===== src/rtl/reg_sb_pkg.sv =====
// Shared constants and types for the register scoreboard that tracks pending
// register writes in the dual-issue pipeline.
package reg_sb_pkg;
    localparam int REG_NUM       = 32;
    localparam int REG_ADDR_W    = 5;
    localparam int SRC_PER_SLOT  = 2;
    localparam int ISSUE_WIDTH   = 2;
    localparam int DEF_CNT_WIDTH = 2;

    // Per-cycle change applied to one counter: 0, 1 or 2 events.
    typedef logic [1:0] cnt_delta_t;

    // Default-width pending-write counter.
    typedef logic [DEF_CNT_WIDTH-1:0] cnt_t;

    function automatic cnt_delta_t count_events(input logic a, input logic b);
        return cnt_delta_t'({1'b0, a}) + cnt_delta_t'({1'b0, b});
    endfunction
endpackage


===== src/rtl/reg_sb_counter.sv =====
// One pending-write counter: adds issues and subtracts writebacks each cycle,
// clamps at the all-ones value and flags an underflow instead of wrapping.
module reg_sb_counter
    import reg_sb_pkg::*;
#(
    parameter int W = DEF_CNT_WIDTH
) (
    input  logic         clk,
    input  logic         rst_n,
    input  cnt_delta_t   i_inc,
    input  cnt_delta_t   i_dec,
    input  logic         i_clear,
    output logic [W-1:0] o_cnt,
    output logic         o_underflow
);
    localparam logic [W+1:0] MAX = (W+2)'((1 << W) - 1);

    logic [W-1:0] r_cnt;
    logic [W+1:0] w_sum;
    logic [W+1:0] w_dec;
    logic [W+1:0] w_diff;
    logic [W-1:0] w_next;
    logic         w_under;

    always_comb begin
        w_sum   = {2'b00, r_cnt} + {{W{1'b0}}, i_inc};
        w_dec   = {{W{1'b0}}, i_dec};
        w_diff  = w_sum - w_dec;
        w_under = !i_clear && (w_dec > w_sum);
        w_next  = w_diff[W-1:0];
        // A flush wipes everything and hides that cycle's issues and writebacks.
        if (i_clear || w_under) begin
            w_next = '0;
        end else if (w_diff > MAX) begin
            w_next = MAX[W-1:0];
        end
    end

    always_ff @(posedge clk or negedge rst_n) begin
        if (!rst_n) begin
            r_cnt <= '0;
        end else begin
            r_cnt <= w_next;
        end
    end

    assign o_cnt       = r_cnt;
    assign o_underflow = w_under;
endmodule


===== src/rtl/reg_scoreboard.sv =====
// Pending-write scoreboard in front of the 4-read/2-write register file:
// holds issue on RAW hazards and on destination counters with no headroom.
module reg_scoreboard
    import reg_sb_pkg::*;
#(
    parameter int CNT_WIDTH = DEF_CNT_WIDTH
) (
    input  logic                                  clk,
    input  logic                                  rst_n,
    input  logic [ISSUE_WIDTH-1:0]                iss_valid_i,
    input  logic [ISSUE_WIDTH-1:0][REG_ADDR_W-1:0] iss_dst_i,
    input  logic [ISSUE_WIDTH*SRC_PER_SLOT-1:0][REG_ADDR_W-1:0] iss_src_i,
    output logic [ISSUE_WIDTH-1:0]                iss_ready_o,
    output logic [ISSUE_WIDTH*SRC_PER_SLOT-1:0]   src_busy_o,
    input  logic [ISSUE_WIDTH-1:0][REG_ADDR_W-1:0] wb_addr_i,
    input  logic [ISSUE_WIDTH-1:0]                wb_en_i,
    input  logic                                  flush_i,
    output logic                                  err_o
);
    localparam logic [CNT_WIDTH+1:0] MAX = (CNT_WIDTH+2)'((1 << CNT_WIDTH) - 1);

    logic [CNT_WIDTH-1:0]   w_cnt [REG_NUM];
    logic [REG_NUM-1:0]     w_under;
    logic [ISSUE_WIDTH-1:0] w_ready;
    logic [ISSUE_WIDTH-1:0] w_fire;
    logic [ISSUE_WIDTH*SRC_PER_SLOT-1:0] w_busy;
    logic [CNT_WIDTH+1:0]   w_dst1_need;
    logic                   w_slot1_raw;
    logic                   r_err;

    assign w_cnt[0]   = '0;
    assign w_under[0] = 1'b0;

    always_comb begin
        for (int j = 0; j < ISSUE_WIDTH*SRC_PER_SLOT; j++) begin
            w_busy[j] = (iss_src_i[j] != '0) && (w_cnt[iss_src_i[j]] != '0);
        end
    end

    // Handshake: slot k issues on a cycle where iss_valid_i[k] && iss_ready_o[k].
    // Slot 0's ready ignores its own valid; slot 1's ready requires slot 0 to
    // issue in the same cycle, so issue stays strictly in order.
    always_comb begin
        w_slot1_raw = (iss_dst_i[0] != '0) &&
                      ((iss_src_i[2] == iss_dst_i[0]) || (iss_src_i[3] == iss_dst_i[0]));
        w_dst1_need = {2'b00, w_cnt[iss_dst_i[1]]} +
                      ((iss_dst_i[1] == iss_dst_i[0]) ? (CNT_WIDTH+2)'(2) : (CNT_WIDTH+2)'(1));
        w_ready[0]  = !flush_i && !w_busy[0] && !w_busy[1] &&
                      ((iss_dst_i[0] == '0) || ({2'b00, w_cnt[iss_dst_i[0]]} < MAX));
        w_ready[1]  = w_ready[0] && iss_valid_i[0] && !w_busy[2] && !w_busy[3] &&
                      !w_slot1_raw && ((iss_dst_i[1] == '0) || (w_dst1_need <= MAX));
        w_fire      = iss_valid_i & w_ready;
    end

    for (genvar r = 1; r < REG_NUM; r++) begin : g_cnt
        cnt_delta_t w_inc;
        cnt_delta_t w_dec;

        assign w_inc = count_events(w_fire[0] && (iss_dst_i[0] == REG_ADDR_W'(r)),
                                    w_fire[1] && (iss_dst_i[1] == REG_ADDR_W'(r)));
        assign w_dec = count_events(wb_en_i[0] && (wb_addr_i[0] == REG_ADDR_W'(r)),
                                    wb_en_i[1] && (wb_addr_i[1] == REG_ADDR_W'(r)));

        reg_sb_counter #(.W(CNT_WIDTH)) u_cnt (
            .clk        (clk),
            .rst_n      (rst_n),
            .i_inc      (w_inc),
            .i_dec      (w_dec),
            .i_clear    (flush_i),
            .o_cnt      (w_cnt[r]),
            .o_underflow(w_under[r])
        );
    end

    always_ff @(posedge clk or negedge rst_n) begin
        if (!rst_n) begin
            r_err <= 1'b0;
        end else begin
            r_err <= r_err | (|w_under);
        end
    end

    assign iss_ready_o = w_ready;
    assign src_busy_o  = w_busy;
    assign err_o       = r_err;
endmodule

===== config.mk =====
export PLATFORM = sky130hd
export DESIGN_NAME = reg_scoreboard
export DESIGN_NICKNAME = d
export VERILOG_FILES = /design/src/rtl/reg_sb_pkg.sv /design/src/rtl/reg_sb_counter.sv /design/src/rtl/reg_scoreboard.sv
export SDC_FILE = /design/constraint.sdc
export NUM_CORES = 1
export LEC_CHECK = 0
export CAP_MARGIN = 20
export CORE_ASPECT_RATIO = 0.6
export CORE_UTILIZATION = 35
export CTS_CLUSTER_SIZE = 8
export DETAILED_ROUTE_END_ITERATION = 8
export GPL_TIMING_DRIVEN = 0
export PLACE_DENSITY_LB_ADDON = 0.25
export SYNTH_ARGS = -nofsm -noshare
export SYNTH_HDL_FRONTEND = slang
export SYNTH_SLANG_ARGS = --single-unit

===== constraint.sdc =====
create_clock -name clk -period 8.6 [get_ports clk]
set_input_delay 2.15 -clock clk [delete_from_list [all_inputs] [get_ports clk]]
set_output_delay 2.15 -clock clk [all_outputs]
set_load 0.01 [all_outputs]

==> results_dict.tcl <==
set metrics [dict create \
    fillCellCount 2731 \
    cts_sinks 63 \
    status "finished clean" \
    wl_per_cell_um 24.5 \
    required_ns 6.45 \
    finalHoldWorstSlack_ns 0.482 \
    synthesis.area_um2 10100 \
    die_y_um 134 \
    ff2ff_setup_slack_ns 2.34 \
    ios 54 \
    synth_mux_area_share_pct 14.0 \
    vias 8550 \
    setup_slack_ns 0.102 \
    reg2reg_depth 21 \
    power_density_nw_per_um2 155 \
    dieArea_um2 29500 \
    async_flop_share_pct 100 \
    power_switching_mw 0.745 \
    synth_top_family_by_area "adder cells" \
    p_int_mw 1.01 \
    final_max_slew_viol_count 0 \
    cp-end-kind "primary output" \
    fmax_mhz 118 \
    cts_resized 2 \
    cts.clk_slew.worst_paths_ns 0.05 \
    finalInstanceArea_um2 11300 \
    antenna_found_initial 0 \
    relSlewSlack_pct 36.8 \
    cts_htree_levels 3 \
    ir_worst_vdd_mv 0.108 \
    holdPathStages 1 \
    max-cap-violations 0 \
    track_usage_pct 24.9 \
    antenna_cells 0 \
    ant_nets 0 \
    path_buf_inv 7 \
    avgSynthCellArea_um2 9.71 \
    core_um2 27900 \
    hold_start "err_o" \
    synth_warnings 0 \
    cp_max_fo 10 \
    rsz0062_at_grt "no" \
    overflow 0 \
    crit_path_start_kind "input port" \
    ys.flop_type "dfrtp_1" \
    fin_crit_sh_pct 98.8 \
    critPathKind "input port to primary output" \
    synth_cells 1039 \
    cts_setup_buffers 0 \
    drt_iter0_drc 1068 \
    hold_viol_final 0 \
    grt_pass1_vias 8395 \
    dp_cells 1444 \
    wl_um 35700 \
    power.leakage_nw 4.56 \
    hp-class "flop to flop" \
    grt_max_degree 50 \
    cts_hold_buf 0 \
    multiInputGateArea_um2 7590 \
    synthSimpleGateAreaFrac_pct 15.8 \
    die_width_um 221 \
    clock-root-buffer "clkbuf_16" \
    critical_path.top_delay_family "buffers and inverters" \
    seq_area_um2 1580 \
    synth_seq_area_share_pct 15.6 \
    place_ws_ns -0.379 \
    rr_startpoint "g_cnt[16].u_cnt.o_cnt[0]" \
    stdcell_count 1460 \
    initial_utilization_pct 36.1 \
    seqPwrFrac_pct 28.3 \
    yosysUniqueCellTypes 54 \
    place_area_um2 10900 \
    layout-drive-gt1-share_pct 10.5 \
    switching_share_pct 42.5 \
    io_buffers 37 \
    ys_ff_latch 63 \
    syn-num-nets 1305 \
    synthXorXnorAreaFrac_pct 1.30 \
    slowest_stage "clkdlybuf4s50_1" \
    pwr-share-comb_pct 47.3 \
    setup_viol 0 \
    r2r_end "err_o" \
    max_stage_delay_ns 0.65 \
    min_period_ns 8.50 \
    route.detailed.drc 0 \
    skew_ns 0.00893 \
    place.gp.congestion 0.942 \
    finalSetupTns_ns 0 \
    dpl.hpwl_um 29600 \
    clk-insertion-delay-late_ns 0.36 \
    synth-adder-area-share_pct 34.1 \
    drt_first_pass_iters 5 \
    synth_enable_flop_cells 0 \
    crit_chain "clkdlybuf4s50_1 -> clkbuf_4 -> mux4_2 -> mux4_2 -> inv_1 -> a21oi_1 -> ha_1 -> inv_1 -> fa_1 -> a21oi_1 -> or4_1 -> clkbuf_1 -> buf_1 -> nor2_2 -> clkdlybuf4s50_1" \
    cts_buffers 9 \
    cts_buffer_depth 2 \
    clockPowerShare_pct 24.4 \
    synth-compound-area-share_pct 9.98 \
    syn2layout_area_growth_pct 11.8 \
    cts_tree "built" \
    cp.arrival_ns 6.35 \
    holdPathEnd "err_o" \
    via_per_inst 5.86 \
    fin_nets 1354 \
    num_rows 47 \
    tightest_slew_ns 0.948 \
    grt_pass1_wl_um 54300 \
]
==> kinds of logic (layout without fill, tap and decap cells) <==
logic type / after synthesis / after routing
adder cells (fa/ha/maj): 219 / 219
AO/OA/AOI/OAI: 137 / 137
flip-flops: 63 / 63
multiplexers: 72 / 72
XOR/XNOR: 15 / 15
buffers and inverters: 227 / 281
AND/OR/NAND/NOR: 306 / 306
==> worst max-delay path by stage <==
stage	startpoint	end	slack, ns	depth (start not counted)
final	iss_dst_i[6]	iss_ready_o[1]	0.10	15
after global routing	iss_dst_i[6]	iss_ready_o[1]	0.01	17
after CTS	iss_dst_i[6]	iss_ready_o[1]	0.07	16
after detailed placement	iss_dst_i[5]	err_o	-0.38	23
after global placement	iss_dst_i[5]	err_o	-0.32	23
after floorplan	iss_dst_i[5]	iss_ready_o[1]	1.10	14
==> stage by stage <==
step / utilization (%) / power [mW]
final: 40.4 / 1.75
after global routing: 40.4 / 1.86
after CTS: 40.4 / 1.74
after detailed placement: 39.2 / 1.30
after global placement: 39.1 / 1.29
after floorplan: - / 1.02
==> routing by layer <==
layer	vias up	wire, um	GRT usage, %
met5	-	0	0
met4	0	440	5.09
met3	44	4520	8.82
met2	439	13700	32.0
met1	4281	17100	38.7
li1	3786	-	-
==> synth_stat cells, types with 2 or more instances <==
master / n / area (um2)
nand4_1: 5 / 31.3
nor2_1: 105 / 394
buf_6: 5 / 56.3
clkinv_1: 2 / 7.51
a211oi_1: 67 / 503
nor4_1: 62 / 388
inv_1: 164 / 616
xor2_1: 7 / 61.3
a21oi_1: 5 / 25.0
nor3_1: 12 / 60.1
a22oi_1: 3 / 22.5
nand2b_1: 10 / 62.6
o31ai_1: 31 / 233
or2_2: 6 / 37.5
xnor2_1: 8 / 70.1
nor4_2: 7 / 87.6
a31oi_1: 2 / 12.5
o21ai_0: 7 / 35.0
o32a_1: 2 / 20.0
a211o_1: 2 / 17.5
nor2b_1: 13 / 81.3
and2_1: 32 / 200
mux2_2: 2 / 22.5
buf_2: 13 / 65.1
dfrtp_1: 63 / 1580
nand3_1: 20 / 100
clkbuf_1: 28 / 105
mux2i_1: 15 / 150
o211ai_1: 2 / 15.0
buf_1: 11 / 41.3
buf_4: 2 / 15.0
ha_1: 125 / 1560
nand2_1: 29 / 109
mux4_2: 55 / 1240
fa_1: 94 / 1880
o21ai_1: 5 / 25.0
==> registers in the layout, summed over array words and instances (netlist names) <==
register / count
err_o: 1
g_cnt.u_cnt.o_cnt: 62
==> power by group through the flow <==
stage / Sequential [mW] / Clock [mW] / Combinational (mW)
2_1_floorplan: 0.433 / 0 / 0.584
3_3_place_gp: 0.496 / 0 / 0.798
3_5_place_dp: 0.495 / 0 / 0.809
4_1_cts: 0.492 / 0.430 / 0.816
5_1_grt: 0.504 / 0.440 / 0.915
6_report: 0.496 / 0.427 / 0.830
==> layout by cell type, fill, tap and decap left out, types with 20 or more instances in the layout <==
master	n
a211oi_1	67
and2_1	32
clkbuf_1	26
clkdlybuf4s50_1	36
dfrtp_1	63
fa_1	94
ha_1	125
inv_1	164
mux4_2	55
nand2_1	29
nand3_1	20
nor2_1	104
nor4_1	62
o31ai_1	31
==> worst register-to-register path, stage by stage (launching register included) <==
cell	delay, ns
dfrtp_1	0.49
mux4_2	0.51
mux4_2	0.47
inv_1	0.10
a21oi_1	0.07
ha_1	0.22
inv_1	0.06
fa_1	0.16
a21oi_1	0.04
or4_1	0.41
clkbuf_1	0.17
buf_2	0.22
nor4_1	0.75
fa_1	0.36
ha_1	0.14
inv_1	0.05
fa_1	0.41
ha_1	0.23
nor4_1	0.51
nand4_1	0.41
nor2_1	0.24
o21bai_1	0.08
==> cell type report <==
class | instances | area share, %
multi-input cells | 749 | 67.3
well taps | 367 | 4.07
clock buffers | 13 | 2.31
flip-flops and latches | 63 | 14.0
repair buffers | 38 | 3.50
inverters | 166 | 5.52
clock inverters | 3 | 0.577
plain buffers | 61 | 2.77
No activity file was read; power rests on OpenSTA's default activity.
